**config.mk**
```make
export PLATFORM = sky130hd
export DESIGN_NAME = ifetch_ctrl
export DESIGN_NICKNAME = d
export VERILOG_FILES = /design/src/rtl/ifetch_ctrl.sv
export SDC_FILE = /design/constraint.sdc
export NUM_CORES = 1
export LEC_CHECK = 0
export BUFFER_PORTS_ARGS = -buffer_cell sky130_fd_sc_hd__buf_2
export CORE_ASPECT_RATIO = 1.2
export CORE_UTILIZATION = 46
export CTS_CLUSTER_SIZE = 20
export DETAILED_ROUTE_END_ITERATION = 8
export PLACE_DENSITY = 0.81
export RECOVER_POWER = 50
export SYNTH_ARGS = -nofsm -noshare
export SYNTH_HDL_FRONTEND = slang
export SYNTH_SLANG_ARGS = --single-unit
```
**constraint.sdc**
```tcl
create_clock -name clk -period 1.95 [get_ports clk]
set_input_delay 0.0975 -clock clk [delete_from_list [all_inputs] [get_ports clk]]
set_output_delay 0.0975 -clock clk [all_outputs]
set_load 0.02 [all_outputs]
```
**src/rtl/ifetch_ctrl.sv**
```systemverilog
// ifetch_ctrl: single-outstanding instruction fetch controller.
// It takes a PC, issues one bus request, and holds the returned instruction (or a misalign exception) until decode accepts it.
module ifetch_ctrl #(
    parameter int ADDR_W  = 64,
    parameter int INSTR_W = 32
) (
    input  logic               clk,
    input  logic               reset,
    input  logic [ADDR_W-1:0]  pc_i,
    input  logic               pc_valid_i,
    output logic               pc_ready_o,
    input  logic               flush_i,
    output logic               ireq_valid_o,
    output logic [ADDR_W-1:0]  ireq_addr_o,
    input  logic               iresp_ok_i,
    input  logic [INSTR_W-1:0] iresp_data_i,
    output logic               out_valid_o,
    input  logic               out_ready_i,
    output logic [ADDR_W-1:0]  out_pc_o,
    output logic [INSTR_W-1:0] out_instr_o,
    output logic               out_misalign_o
);
    typedef enum logic [1:0] {IDLE, WAIT, DISCARD, HOLD} state_t;
    state_t               state_q, state_d;
    logic [ADDR_W-1:0]    addr_q, addr_d;
    logic [INSTR_W-1:0]   instr_q, instr_d;
    logic                 mis_q, mis_d;
    always_comb begin
        state_d = state_q;
        addr_d  = addr_q;
        instr_d = instr_q;
        mis_d   = mis_q;
        case (state_q)
            IDLE: if (pc_valid_i && !flush_i) begin
                addr_d  = pc_i;
                mis_d   = |pc_i[1:0];
                instr_d = '0;
                state_d = |pc_i[1:0] ? HOLD : WAIT;
            end
            WAIT: if (iresp_ok_i) begin
                instr_d = iresp_data_i;
                state_d = flush_i ? IDLE : HOLD;
            end else if (flush_i) begin
                state_d = DISCARD;
            end
            DISCARD: if (iresp_ok_i) state_d = IDLE;
            default: if (flush_i || out_ready_i) state_d = IDLE;
        endcase
    end
    always_ff @(posedge clk or negedge reset) begin
        if (!reset) begin
            state_q <= IDLE;
            addr_q  <= '0;
            instr_q <= '0;
            mis_q   <= 1'b0;
        end else begin
            state_q <= state_d;
            addr_q  <= addr_d;
            instr_q <= instr_d;
            mis_q   <= mis_d;
        end
    end
    // ready is gated by reset so it reads 0 while held in reset yet 1 on the first cycle after release
    assign pc_ready_o     = reset && state_q == IDLE;
    assign ireq_valid_o   = state_q == WAIT || state_q == DISCARD;
    assign ireq_addr_o    = ireq_valid_o ? addr_q : '0;
    assign out_valid_o    = state_q == HOLD;
    assign out_pc_o       = out_valid_o ? addr_q : '0;
    assign out_instr_o    = out_valid_o ? instr_q : '0;
    assign out_misalign_o = out_valid_o && mis_q;
endmodule

```
**After elaboration in Yosys (flattened, before gate mapping)**

Index checks and enable logic that the tools add are counted.

- Output and inout bits: 164
- Logic and storage cells: 38
- Bits in registers: 99

- Multiplexer cells: 14
- Reduce and logical (&&, ||, !) cells: 13
- Equality and inequality tests: 7

Operator list:

| kind | count |
|---|---|
| $mux 64 | 2 |
| $mux 32 | 3 |
| $pmux 32 s2 | 1 |
| $mux 2 | 7 |
| $ne 2x2->1 const B | 3 |
| $pmux 2 s3 | 1 |
| $eq 2x2->1 const B | 2 |
| $reduce_and 4->1 | 1 |
| $reduce_bool 4->1 | 1 |
| $logic_and 1x1->1 | 3 |
| $ne 3x3->1 const B | 1 |
| $reduce_and 3->1 | 1 |
| $eq 2x1->1 const B | 1 |
| $logic_not 2->1 | 1 |
| $logic_or 1x1->1 | 2 |
| $reduce_and 2->1 | 1 |
| $reduce_bool 2->1 | 1 |
| $reduce_or 2->1 | 1 |
| $logic_not 1->1 | 1 |

**Depth between registers and ports, before layout**

- Depth after elaboration: 4
- Depth in mapped cells: 7

**Least setup slack after synthesis**

Ideal clock, no wire load.

- Path type: register to register
- Start point: reg state_q[0]
- End point: reg state_q[1]
- Period minus slack after synthesis: 1.838 ns
- Slack: 0.112 ns
- Buffers on the path: 0
- Required time: 1.871 ns
- Library setup time: 0.079 ns
- Stages on the path, launching flop included: 7
- Arrival time: 1.758 ns
- Cells stage by stage: dfrtp_1 > inv_1 > ha_1 > or4_1 > o21a_1 > o21ai_2 > mux2i_1

- Word-level cells in the longest chain between the ends: 3

RTL lines:

| what | line | RTL |
|---|---|---|
| start, declared | 24 | `state_t state_q, state_d;` |
| start signal, assigned | 57 | `state_q <= state_d;` |
| $eq 2x1->1, or another cell as far along | 33 | `case (state_q)` |
| $ne 3x3->1 (no line), or another cell as far along | n/a |  |
| $reduce_and 4->1 (no line) | n/a |  |

Several ways; a longest one is shown, not always the timed one.
A chain may end at the register's enable or synchronous reset.

**Worst setup path in the final report**

- Start point: reg state_q[1]
- End point: reg state_q[1]

Same word-level chain as after synthesis.

==> results.toml <==
[pwr]
ir_drop_mv = 1.03
p_per_area_nw_per_um2 = 1640
leakage_nw = 4.01
power.total_mw = 12.5

[sta]
period_minus_slack_ns = 1.89
maxSlewViolCount = 0
min_period_over_period_pct = 97.0
fin_setup_tns_ns = 0
hold_viol_final = 2
relSlewSlack_pct = 12.3
finalSetupViolations = 0
worst_pin_slew_ns = 1.32
hold_ws_ns = -0.00379
fmax_mhz = 528
rsz0062_at_grt = "no"
fin_skew_ns = 0.00533

[critical_path]
critPathKind = "reg2reg"
r2r-end = "state_q[1]"
worstPathRequired_ns = 2.21
crit_arrival_ns = 2.15
path_cells = "inv_2 > ha_1 > or4_1 > o21a_1 > o21ai_2 > mux2i_1"
reg2reg_setup_slack_ns = 0.06
reg2regPathDepth = 6
max_stage_delay_ns = 0.57
reg2reg_from = "state_q[1]"
crit_slowest_cell = "or4_1"
start_kind = "flop"
cp-end-kind = "flop"
worst-path-max-fanout = 5

[cells_and_area]
final_cell_mix = "buf_2, and2_1, dfrtp_1"
area_growth_syn_to_layout_pct = 47.2
fin_nets = 917
drive_above_1_share_pct = 39.2
fillers = 817
fin_util_pct = 69.1
seqCellArea_um2 = 2480
final_cell_area_um2 = 7590
final_common_cell = "buf_2"
multi_input_area_um2 = 2370
antenna_cells = 0

[die]
core_area_um2 = 11000
fp.dieArea_um2 = 11600
rows = 42
start_util_pct = 47.0
pin_count = 266
die_h_um = 118
die_width_um = 98.7

[route]
drc_errors = 0
drtIter0Drc = 163
drt_wl_total_um = 13800
antenna_left = 0
first_pass_iters = 7
vias_per_cell = 4.88
via_count = 4607
wl_per_cell_um = 14.6

[clock_tree]
cts_root_buf = "clkbuf_16"
ctsHtreeMaxLevel = 3
clock_latency_ns = 0.34
cts_tree = "done"
cts_sinks = 99
path_clk_slew_ns = 0.06
numCtsBuffers = 9
clockBufferDepth = 2

[yosys]
ys_seq_area_share_pct = 48.0
syn_area_um2 = 5160
synth_top_area_share_pct = 48.0
synth_cell_types = 25
ys_warn_count = 0
syn_inst = 483
synth_area_leaders = "dfrtp_1, and2_1, mux2_4"
syn_area_per_cell_um2 = 10.7
ys_seq_elements = 99
synth_fp_nets = 591
synth_top_area_cell = "dfrtp_1"

[hold_path]
hold_path.startpoint = "pc_i[1]"
worstHoldPathCells = 2
hold_class = "in2reg"
min_to = "addr_q[1]"

[placement]
io_buffers = 265
dp_hpwl_um = 8890
routabilityCongestion = 0.795
placed_cell_area_um2 = 6620

[global_route]
grtUsageTotal_pct = 24.3
grt_max_degree = 100
grt_overflow = 0
first_global_vias = 4672
antenna_found_initial = 0
grt_pass1_wl_um = 22300

[run]
cap_violations = 0

[status]
outcome = "complete, but fails checks"
violations = "hold timing"
## cell type report
| cell class | count | area share (%) |
|---|---|---|
| Tap cell | 132 | 2.18 |
| Sequential cell | 99 | 32.6 |
| Timing Repair Buffer | 349 | 28.9 |
| Inverter | 3 | 0.148 |
| Clock buffer | 10 | 3.02 |
| Clock inverter | 5 | 1.98 |
| Multi-Input combinational cell | 347 | 31.2 |
## Yosys cell counts (all sizes together)
master and n:
and2 162, dfrtp 99, nand2 66, mux2 65, o21ai 35, clkbuf 23
buf 11, ha 6, inv 3, nor2 3, o22ai 2, a21boi 1
a32oi 1, and2b 1, mux2i 1, nand2b 1, nor2b 1, o21a 1
or4 1
## layer usage
layer  track usage, %  part of all wire, %
met5                0                    0
met3             5.34                  6.1
met4             9.89                  2.3
met2             43.9                   52
met1             27.4                   39
## worst max-delay path by stage
stage               start         end  slack (ns)
3_5_place_dp   state_q[0]  state_q[1]        0.02
2_1_floorplan  state_q[0]  state_q[1]        0.11
3_3_place_gp   state_q[0]  state_q[1]        0.20
4_1_cts        state_q[1]  state_q[1]        0.02
5_1_grt        state_q[1]  state_q[1]       0.006
6_report       state_q[1]  state_q[1]        0.06
## power breakdown
part	internal [mW]	leakage [nW]	switching, mW	total, mW
Clock	1.51	0.183	0.743	2.25
Combinational	2.62	2.60	3.88	6.50
Sequential	3.06	1.23	0.652	3.72
## kinds of logic after synthesis
logic type	Yosys count	share of synthesized area (%)
simple gates	235	25.4
flops	99	48.0
mux	66	17.1
compound gates	40	4.24
buf+inv	37	3.76
fa+ha+maj	6	1.46
## state kept, by name (all words and copies together), names as in the netlist
| signal | count |
|---|---|
| addr_q | 64 |
| instr_q | 32 |
| state_q | 2 |
| mis_q | 1 |
## metrics by stage
| step | cells | setup slack, ns |
|---|---|---|
| floorplan | 483 | 0.112 |
| global placement | 855 | 0.200 |
| detailed placement | 855 | 0.0206 |
| CTS | 945 | 0.0189 |
| global route | 945 | 0.00617 |
| finish | 945 | 0.0576 |
## what timing repair did
action / 4_1_cts / 5_1_grt
pin swaps: 0 / 0
setup endpoints to repair: 66 / 65
gates resized for setup: 2 / 3
hold buffers: 74 / 0
endpoints found under the hold margin: 172 / 0
setup buffers: 1 / 0
## critical path: cells and delay by family, from the launching register on
kind	cells	cell delay, ns
adder cells (fa/ha/maj)	1	0.32
multiplexers	1	0.20
AO/OA/AOI/OAI	2	0.27
buffers and inverters	1	0.08
flip-flops	1	0.38
AND/OR/NAND/NOR	1	0.57
(Power assumes the default switching activity.)
